`src/rtl/serial_tcmp_deserializer_if.sv`:
```
// Handshake and serial-data bundle between a serial source/consumer and the
// deserializer. The master side drives the serial word and accepts dout.
interface serial_tcmp_deserializer_if #(
  parameter int WIDTH = 16
);
  logic             start;
  logic             neg;
  logic             sin;
  logic             busy;
  logic             valid;
  logic             ready;
  logic [WIDTH-1:0] dout;

  modport master (output start, neg, sin, ready, input  busy, valid, dout);
  modport slave  (input  start, neg, sin, ready, output busy, valid, dout);
endinterface

```
`src/rtl/serial_tcmp_deserializer.sv`:
```
// LSB-first serial-to-parallel receiver with optional on-the-fly two's
// complement, presenting the finished word on a valid/ready handshake.
module serial_tcmp_deserializer #(
  parameter int WIDTH = 16,
  parameter int CW    = $clog2(WIDTH)
) (
  input logic                    clk,
  input logic                    rst,
  serial_tcmp_deserializer_if.slave bus
);
  typedef enum logic [1:0] {IDLE, SHIFT, HOLD} state_t;

  state_t           state;
  logic [CW-1:0]    cnt;
  logic [WIDTH-2:0] sr;
  logic             neg_r;
  logic             z;
  logic             busy_r;
  logic             valid_r;
  logic [WIDTH-1:0] dout_r;
  logic             b;
  logic [WIDTH-1:0] shifted;

  // Serial negate: copy bits up to and including the first 1, invert the rest.
  assign b       = neg_r ? (bus.sin ^ z) : bus.sin;
  assign shifted = {b, sr};

  assign bus.busy  = busy_r;
  assign bus.valid = valid_r;
  assign bus.dout  = dout_r;

  always_ff @(posedge clk or negedge rst) begin
    if (!rst) begin
      state   <= IDLE;
      cnt     <= '0;
      sr      <= '0;
      neg_r   <= 1'b0;
      z       <= 1'b0;
      busy_r  <= 1'b0;
      valid_r <= 1'b0;
      dout_r  <= '0;
    end else begin
      case (state)
        IDLE: begin
          if (bus.start) begin
            neg_r  <= bus.neg;
            z      <= 1'b0;
            cnt    <= '0;
            sr     <= '0;
            busy_r <= 1'b1;
            state  <= SHIFT;
          end
        end
        SHIFT: begin
          z   <= z | bus.sin;
          sr  <= shifted[WIDTH-1:1];
          cnt <= cnt + 1'b1;
          if (cnt == CW'(WIDTH-1)) begin
            dout_r  <= shifted;
            valid_r <= 1'b1;
            busy_r  <= 1'b0;
            state   <= HOLD;
          end
        end
        HOLD: begin
          if (bus.ready) begin
            valid_r <= 1'b0;
            state   <= IDLE;
          end
        end
        default: state <= IDLE;
      endcase
    end
  end
endmodule

```
`src/flat_wrapper.sv`:
```
// flat-port wrapper written by rule: the top's interface ports become plain ports
module serial_tcmp_deserializer_flat 
#(
  parameter int WIDTH = 16,
  parameter int CW    = $clog2(WIDTH)
)
  (clk, rst, bus_start, bus_neg, bus_sin, bus_ready, bus_busy, bus_valid, bus_dout);
  serial_tcmp_deserializer_if #(.WIDTH(WIDTH)) bus_i ();
  input logic clk;
  input logic rst;
  input wire logic [$bits(bus_i.start)-1:0] bus_start;
  input wire logic [$bits(bus_i.neg)-1:0] bus_neg;
  input wire logic [$bits(bus_i.sin)-1:0] bus_sin;
  input wire logic [$bits(bus_i.ready)-1:0] bus_ready;
  output wire logic [$bits(bus_i.busy)-1:0] bus_busy;
  output wire logic [$bits(bus_i.valid)-1:0] bus_valid;
  output wire logic [$bits(bus_i.dout)-1:0] bus_dout;
  assign bus_i.start = bus_start;
  assign bus_i.neg = bus_neg;
  assign bus_i.sin = bus_sin;
  assign bus_i.ready = bus_ready;
  assign bus_busy = bus_i.busy;
  assign bus_valid = bus_i.valid;
  assign bus_dout = bus_i.dout;
  serial_tcmp_deserializer #(.WIDTH(WIDTH), .CW(CW)) u_core (.clk(clk), .rst(rst), .bus(bus_i));
endmodule
```
`config.mk`:
```
export PLATFORM = sky130hd
export DESIGN_NAME = serial_tcmp_deserializer_flat
export DESIGN_NICKNAME = d
export VERILOG_FILES = /design/src/rtl/serial_tcmp_deserializer_if.sv /design/src/rtl/serial_tcmp_deserializer.sv /design/src/flat_wrapper.sv
export SDC_FILE = /design/constraint.sdc
export NUM_CORES = 1
export LEC_CHECK = 0
export CAP_MARGIN = 20
export CORE_MARGIN = 2
export CORE_UTILIZATION = 40
export DETAILED_ROUTE_END_ITERATION = 6
export PLACE_DENSITY = 0.71
export SYNTH_ARGS = -nofsm -noshare
export SYNTH_HDL_FRONTEND = slang
export SYNTH_SLANG_ARGS = --single-unit
```
`constraint.sdc`:
```
create_clock -name clk -period 3.15 [get_ports clk]
set_input_delay 0.63 -clock clk [delete_from_list [all_inputs] [get_ports clk]]
set_output_delay 0.63 -clock clk [all_outputs]
set_load 0.005 [all_outputs]
```
==> results of run 1 <==
-- stage by stage --
step | instances | worst slack, ns
floorplan | 113 | 1.50
global placement | 182 | 1.21
detailed placement | 182 | 1.17
CTS | 190 | 1.18
global route | 190 | 1.09
finish | 190 | 1.21
-- cells by family after synthesis --
kind of cell    count (synthesis)  synth area share
flops                          41             0.634
compound gates                 27             0.126
mux                            17             0.134
simple gates                   16            0.0518
buf+inv                        10            0.0386
fa+ha+maj                       2            0.0155
-- final timing paths --
check	slack, ns	endpoint	depth (start not counted)	start
min in group clk	0.48	u_core.bus.busy$_DFFE_PN0P_	1	u_core.bus.busy$_DFFE_PN0P_
worst min-delay path	0.47	u_core.bus.dout[13]$_DFFE_PN0P_	1	rst
max in group asynchronous	2.14	u_core.sr[12]$_DFFE_PN0P_	1	rst
worst min register to register	0.48	u_core.bus.busy$_DFFE_PN0P_	1	u_core.bus.busy$_DFFE_PN0P_
worst max register to register	1.21	u_core.bus.dout[8]$_DFFE_PN0P_	4	u_core.cnt[0]$_DFFE_PN0P_
worst max-delay path	1.21	u_core.bus.dout[8]$_DFFE_PN0P_	4	u_core.cnt[0]$_DFFE_PN0P_
-- cell usage after synthesis, drive strengths merged --
cell	instances
a21o	1
a21oi	3
a22o	16
a41oi	1
buf	4
clkbuf	2
dfrtp	41
ha	2
inv	4
mux2	17
nand2	6
nand2b	2
nand3	3
nor2b	1
nor3	1
nor3b	1
o21ai	5
o21bai	1
or3	2
-- metal layers --
metal	share of wire	track usage	wire, µm
met1	0.44	0.187	1240
met2	0.51	0.223	1450
met3	0.037	0.0433	105
met4	0.0082	0.0867	23
met5	0	0	0
-- layout make-up --
type | instances | area share
Clock buffer | 8 | 0.0410
Sequential cell | 41 | 0.525
Tap cell | 50 | 0.0320
Multi-Input combinational cell | 62 | 0.271
Timing Repair Buffer | 25 | 0.123
Inverter | 4 | 0.00768
-- state kept, by name, indices dropped and copies added, names as in the netlist --
signal and flops:
u_core.cnt 4, u_core.sr 15, u_core.state 2, u_core.bus.busy 1
u_core.bus.dout 16, u_core.z 1, u_core.bus.valid 1, u_core.neg_r 1
-- worst max-delay path: cells and delay by family, from the launching register on --
kind | cells | cell delay, ns
adders and majority gates | 1 | 0.24
DFF | 1 | 0.41
muxes | 1 | 0.42
and+or+nand+nor | 1 | 0.66
buffers and inverters | 1 | 0.10
-- where the power goes --
group | switching, W | internal (W)
logic | 0.000269 | 0.000423
clock network | 0.000161 | 0.000157
registers | 0.000154 | 0.000745
==> summary.txt, run 1 <==
syn nets = 121
Core ar. = 3940 µm²
Final Util = 0.496
CP Class = flop to flop
worst path cell trace = ha_1, inv_1, or3_1, mux2_2
standby leakage power = 0.923 nW
run status = completed
HP Class = input port to asynchronous set/reset pin
clock slew at reported path FFs = 0.07 ns
die width = 67.6 µm
Critical Path RT = 3.31 ns
via count = 960
Setup Buffers After CTS = 0
hold buffer count at CTS = 0
crit end category = flop
share of cells above drive strength 1 = 0.186
Syn Area/Cell = 14.3 µm²
io pins = 24
Antenna Nets Post-Route = 0
Initial Utilization = 0.411
pwr dens = 977 nW/µm²
Final Wtd Congestion = 0.735
H-tree depth = 2
commonest non-fill, non-tap cell in the layout = dfrtp_1
Worst EP arrival = 2.10 ns
cts repair resizes = 0
ranking of synthesized cells by area = dfrtp_1, a22o_1, mux2_2, mux2_4, ha_1
placed wire-length estimate = 1.92 mm
CTS max path bufs = 2
Yosys reg bits = 41
total design power = 0.00191 W
period utilization = 0.616
Worst Hold Slack = 0.469 ns
register area = 1030 µm²
first-pass GRT wire length = 4.91 mm
Syn. warnings = 0
Clock Root Buffer = clkbuf_8
number of antenna diodes = 0
Post-Syn Area = 1620 µm²
Synth cell types = 24
cell type with the largest total area after synthesis = dfrtp_1
clk_lat worst skew = 0.28 ns
Die Span Y = 67.6 µm
Max Clk Rate = 515 MHz
sequential element share of the synthesized area = 0.634
critical path fanouts, max = 16
unrepaired setup endpoints after global routing = no
TritonCTS clock tree = done
CTS buffer count = 5
Slew HR = 0.418
max-slew violation count = 0
largest net degree at the start of global routing = 42
area grow syn2layout = 20.7%
row count = 23
slowest cell on the critical path = or3_1
DP Area = 1870 µm²
clock sink count = 41
initial antenna violation count = 0
crit path time final = 1.94 ns
maxcap violations = 0
PortBufs = 23
maximum vdd drop = 0.441 mV
worst slew pin tran = 0.873 ns
# fillers = 335
global route overflow = 0
Initial DRT Pass Iterations = 4
DR iter-0 viols = 73
worst stage delay on the critical path = 0.66 ns
clock skew = 0.00545 ns
layout net count = 147
gr usage total = 0.147
Cells after Synth = 113
vias in the first global route = 1051
DR DRC count = 0
Synth top area share = 0.634
most frequent cells in the layout = dfrtp_1, clkdlybuf4s50_1, a22o_1
vias per cell = 5.05
design area = 1950 µm²
post-route setup TNS = 0 ns
Startpoint Class = flop
DIE AREA = 4570 µm²
Setup violations, final = 0
Avg WL per Cell = 14.9 µm
final hold violation count = 0
Routed WL = 2.82 mm
area of the multi-input gates = 531 µm²
(Power assumes the default switching activity.)
==> run 2, diff against run 1 <==
- PLACE_DENSITY: 0.71 -> 0.73
- clock period: 3.15 -> 1.6 ns (I/O delays scaled with it)
==> run 2 against run 1 <==
Net effect:
- non-clock buffer count is 10 higher
- wire length increased by 2.7%
- largest cell class unchanged
- die area did not move
- final cell count rose by 4.7%
==> summary.txt, run 2 (synthesis gave the netlist of run 1 again) <==
worst path cell trace = ha_4, inv_2, or3_4, buf_6, mux2_4
DP Area = 1960 µm²
placed wire-length estimate = 1.97 mm
layout net count = 157
DIE AREA = 4570 µm²
TritonCTS clock tree = done
Slew HR = 0.660
Flop pwr share = 0.442
register area = 1030 µm²
reg2reg end = u_core.bus.dout[2]$_DFFE_PN0P_
critical path fanouts, max = 8
via count = 1015
most frequent cells in the layout = dfrtp_1, clkdlybuf4s50_1, a22o_1
Antenna Nets Post-Route = 0
HP Class = flop to flop
Core ar. = 3940 µm²
R2R Path Start = u_core.cnt[1]$_DFFE_PN0P_
clock sink count = 41
PortBufs = 23
crit path time final = 1.55 ns
gr usage total = 0.156
hold path start = u_core.bus.busy$_DFFE_PN0P_
standby leakage power = 0.991 nW
CP Class = flop to flop
worst slew pin tran = 0.510 ns
period utilization = 0.968
count of non-filler cells in the finished layout = 199
Setup violations, final = 0
run status = completed
vias in the first global route = 1040
worst hold stages = 1
unrepaired setup endpoints after global routing = no
Critical path origin = u_core.cnt[1]$_DFFE_PN0P_
initial antenna violation count = 0
area grow syn2layout = 29.0%
global route overflow = 0
# fillers = 328
clock slew at reported path FFs = 0.07 ns
Internal = 0.00278 W
Initial Utilization = 0.411
number of antenna diodes = 0
DR iter-0 viols = 40
Critical Path RT = 1.78 ns
worst stage delay on the critical path = 0.41 ns
Clock Power Share = 0.167
clock skew = 0.00401 ns
die width = 67.6 µm
maximum vdd drop = 0.912 mV
Reg2Reg Setup Slack = 0.05 ns
clk_lat worst skew = 0.29 ns
P_sw = 0.00122 W
share of cells above drive strength 1 = 0.262
CTS max path bufs = 2
Combinational Power Share = 0.391
vias per cell = 5.10
io pins = 24
commonest non-fill, non-tap cell in the layout = dfrtp_1
worst r2r path cells = 5
Die Span Y = 67.6 µm
row count = 23
largest net degree at the start of global routing = 22
max-slew violation count = 0
final hold violation count = 0
area of the multi-input gates = 548 µm²
CTS buffer count = 5
Initial DRT Pass Iterations = 4
pwr dens = 1920 nW/µm²
hold path endpoint = u_core.bus.busy$_DFFE_PN0P_
Max Clk Rate = 646 MHz
Largest register FFs = 16
slowest cell on the critical path = dfrtp_1
DR DRC count = 0
Routed WL = 2.90 mm
Final Util = 0.530
Sw Ratio = 0.305
maxcap violations = 0
total design power = 0.00400 W
Worst EP arrival = 1.73 ns
design area = 2090 µm²
Startpoint Class = flop
Final Wtd Congestion = 0.706
first-pass GRT wire length = 5.06 mm
H-tree depth = 2
Avg WL per Cell = 14.6 µm
placed instance count = 190
crit end category = flop
Clock Root Buffer = clkbuf_8
[run 2: power by group through the flow]
stage / combinational, W / clock, W / sequential, W
4_1_cts: 0.00155 / 0.000694 / 0.00176
2_1_floorplan: 0.000842 / 0 / 0.00174
6_report: 0.00157 / 0.000667 / 0.00177
3_3_place_gp: 0.00147 / 0 / 0.00175
5_1_grt: 0.00173 / 0.000749 / 0.00183
3_5_place_dp: 0.00154 / 0 / 0.00178
[run 2: final cells by class]
type                       count  area share
inverter                       4     0.00719
sequential                    41       0.491
clock buffer                   7      0.0413
tap                           50      0.0300
multi-input combinational     62       0.262
timing repair buffer          35       0.168
[run 2: through the flow]
stage                     TNS [ns]  worst slack [ns]  hold slack, ns
after floorplan             -0.149           -0.0213          0.0244
after global placement     -0.0122           -0.0122           0.308
after detailed placement   -0.0902           -0.0512           0.308
after CTS                   -0.101           -0.0194           0.490
after global routing             0           0.00126           0.504
final                            0            0.0518           0.483
[run 2: worst max path at each step]
stage	slack (ns)	to
finish	0.05	u_core.bus.dout[2]$_DFFE_PN0P_
global route	0.001	u_core.bus.dout[6]$_DFFE_PN0P_
CTS	-0.02	u_core.bus.dout[2]$_DFFE_PN0P_
detailed placement	-0.05	u_core.bus.dout[15]$_DFFE_PN0P_
global placement	-0.01	u_core.bus.dout[15]$_DFFE_PN0P_
floorplan	-0.02	u_core.bus.dout[13]$_DFFE_PN0P_
[run 2: timing repair]
item	4_1_cts	5_1_grt
hold buffers	1	0
pin swaps	0	1
resized for setup	0	4
hold endpoints to repair	20	0
buffers inserted	0	1
setup endpoints to repair	6	13
[run 2: metal layers]
metal,global-route usage,routed length [µm]
met5,0,0
met4,0.0842,76
met3,0.0567,121
met2,0.234,1390
met1,0.195,1310
[run 2: critical path, delay by kind of cell, from the launching register on]
kind / cells / cell delay [ns]
flip-flops: 1 / 0.41
multiplexers: 1 / 0.29
AND/OR/NAND/NOR: 1 / 0.37
adder cells (fa/ha/maj): 1 / 0.16
buffers and inverters: 2 / 0.20
==> run 3, diff against run 2 <==
- ABC_AREA: not set -> 1
- MAX_ROUTING_LAYER: not set -> met4
- clock period: 1.6 -> 1.3 ns (I/O delays scaled with it)
==> run 3 against run 2 <==
Net effect:
- wire length grew 0.10%
- die area up 3.0%
- first-iteration DRC count grew 60%
- clock power grew 59%
- setup slack better by 0.0022 ns
- final cell count rose by 26%
- register-to-register slack about the same
- area after synthesis rose by 3.2%
- utilization is 2.8 points higher
- sequential power up 13%
- critical endpoint is now u_core.bus.dout[5]$_DFFE_PN0P_
- largest cell class unchanged
- highest routed layer unchanged
==> summary.txt, run 3 <==
Post-synth EDFFs = 0
row count = 23
vias in the first global route = 1137
DR iter-0 viols = 64
commonest non-fill, non-tap cell in the layout = dfrtp_1
number of antenna diodes = 0
Setup violations, final = 0
die width = 68.6 µm
Post-Syn Area = 1670 µm²
crit end category = flop
Synth top area share = 0.614
placed wire-length estimate = 1.90 mm
H-tree depth = 2
first-pass GRT wire length = 5.00 mm
io pins = 24
pwr dens = 2260 nW/µm²
gr usage total = 0.150
syn nets = 164
top cells by count, synth = dfrtp_1, nand2_1, inv_1
CTS buffer count = 5
Worst EP arrival = 1.43 ns
period utilization = 0.958
slowest cell on the critical path = dfrtp_1
top_reg_cell synth = dfrtp_1
max-slew violation count = 0
Final Util = 0.558
Final Wtd Congestion = 0.766
cell type with the largest total area after synthesis = dfrtp_1
PortBufs = 23
Initial DRT Pass Iterations = 4
final hold violation count = 0
Avg WL per Cell = 11.6 µm
largest net degree at the start of global routing = 42
worst slew pin tran = 0.248 ns
Synth cell types = 20
Slew HR = 0.834
worst path bufs/invs = 2
initial antenna violation count = 0
CP Class = flop to flop
Startpoint Class = flop
Critical Path RT = 1.49 ns
clock sink count = 41
standby leakage power = 1.13 nW
Worst Hold Slack = 0.452 ns
register area = 1030 µm²
via count = 1185
most frequent cells in the layout = dfrtp_1, nand2_1, inv_1
ys async rst share = 1.00
Initial Utilization = 0.418
Die Span Y = 68.6 µm
worst path cell trace = ha_4, nand3_4, nor2_4, inv_2, buf_12, nand2_1, o21ai_2
unrepaired setup endpoints after global routing = yes
area grow syn2layout = 33.6%
Yosys reg bits = 41
Cells after Synth = 156
HP Class = input port to asynchronous set/reset pin
Antenna Nets Post-Route = 0
placed instance count = 233
share of cells above drive strength 1 = 0.269
clock skew = 0.00743 ns
CTS max path bufs = 2
Syn Area/Cell = 10.7 µm²
sequential element share of the synthesized area = 0.614
layout net count = 208
Largest register FFs = 16
maxcap violations = 0
crit path time final = 1.25 ns
DP Area = 2030 µm²
Max Clk Rate = 803 MHz
cell with the most instances after synthesis = dfrtp_1
worst stage delay on the critical path = 0.40 ns
global route overflow = 0
clk_lat worst skew = 0.30 ns
vias per cell = 4.72
Clock Root Buffer = clkbuf_8
# fillers = 354
design area = 2230 µm²
maximum vdd drop = 0.878 mV
Core ar. = 4000 µm²
ranking of synthesized cells by area = dfrtp_1, o21ai_2, nand2_1, o22ai_1, inv_1
run status = completed
TritonCTS clock tree = done
clock slew at reported path FFs = 0.08 ns
CP top delay family = flip-flops
area of the multi-input gates = 532 µm²
DR DRC count = 0
count of non-filler cells in the finished layout = 251
critical path fanouts, max = 14
Syn. warnings = 0
Routed WL = 2.90 mm
DIE AREA = 4710 µm²
run 3: cell families (layout without fill, tap and decap cells):
group	Yosys count	count (layout)	synth area share
flip-flops	41	41	0.614
adder cells (fa/ha/maj)	2	2	0.0150
buffers and inverters	29	74	0.0839
AND/OR/NAND/NOR	47	47	0.127
AO/OA/AOI/OAI	36	36	0.155
XOR/XNOR	1	1	0.00524
run 3: final cells by class:
| cell class | count | share of cell area |
|---|---|---|
| Multi-Input combinational cell | 86 | 0.238 |
| Inverter | 23 | 0.0387 |
| Clock inverter | 2 | 0.0168 |
| Clock buffer | 6 | 0.0370 |
| Sequential cell | 41 | 0.460 |
| Tap cell | 50 | 0.0280 |
| Timing Repair Buffer | 43 | 0.182 |
run 3: repair_timing:
action                                  4_1_cts  5_1_grt
resized for setup                            19        4
setup buffers                                 7        2
endpoints found under the hold margin        41        0
hold buffers                                  1        0
pin swaps                                     0        2
endpoints found under the setup margin       19       17
run 3: worst reg2reg max path, stage by stage, from the launching register on:
cell and delay (ns):
dfrtp_1 0.40, ha_4 0.17, nand3_4 0.09, nor2_4 0.13
inv_2 0.07, buf_12 0.15, nand2_1 0.08, o21ai_2 0.05
run 3: layer usage:
metal  vias to the layer above  global-route usage  part of all wire
met3                         6              0.0487             0.040
li1                        602                   -                 -
met5                         -                   -                 0
met4                         0              0.0600             0.018
met2                        23               0.227              0.46
met1                       554               0.187              0.49
run 3: path summary, 6_finish.rpt:
path                                            startpoint                         endpoint  slack (ns)  cells after the start
max                              u_core.cnt[1]$_DFFE_PN0P_   u_core.bus.dout[5]$_DFFE_PN0P_        0.05                      7
min                                                    rst   u_core.bus.dout[8]$_DFFE_PN0P_        0.45                      3
max reg2reg                      u_core.cnt[1]$_DFFE_PN0P_   u_core.bus.dout[5]$_DFFE_PN0P_        0.05                      7
min reg2reg                u_core.bus.dout[14]$_DFFE_PN0P_  u_core.bus.dout[14]$_DFFE_PN0P_        0.48                      2
max in group asynchronous                              rst   u_core.bus.dout[1]$_DFFE_PN0P_        0.65                      3
min in group clk           u_core.bus.dout[14]$_DFFE_PN0P_  u_core.bus.dout[14]$_DFFE_PN0P_        0.48                      2
run 3: report_power, final:
part           internal [W]  switching (W)  leakage (nW)
logic              0.000985        0.00100         0.539
clock network      0.000624       0.000437        0.0574
registers           0.00177       0.000236         0.530
total               0.00338        0.00167          1.13
run 3: metrics by stage:
stage          setup slack (ns)  setup TNS, ns  total power, W
2_1_floorplan            0.0837              0         0.00312
3_5_place_dp             -0.154         -0.279         0.00396
6_report                 0.0540              0         0.00505
4_1_cts                 0.00549              0         0.00500
3_3_place_gp             -0.132         -0.244         0.00391
5_1_grt                 -0.0158        -0.0808         0.00545
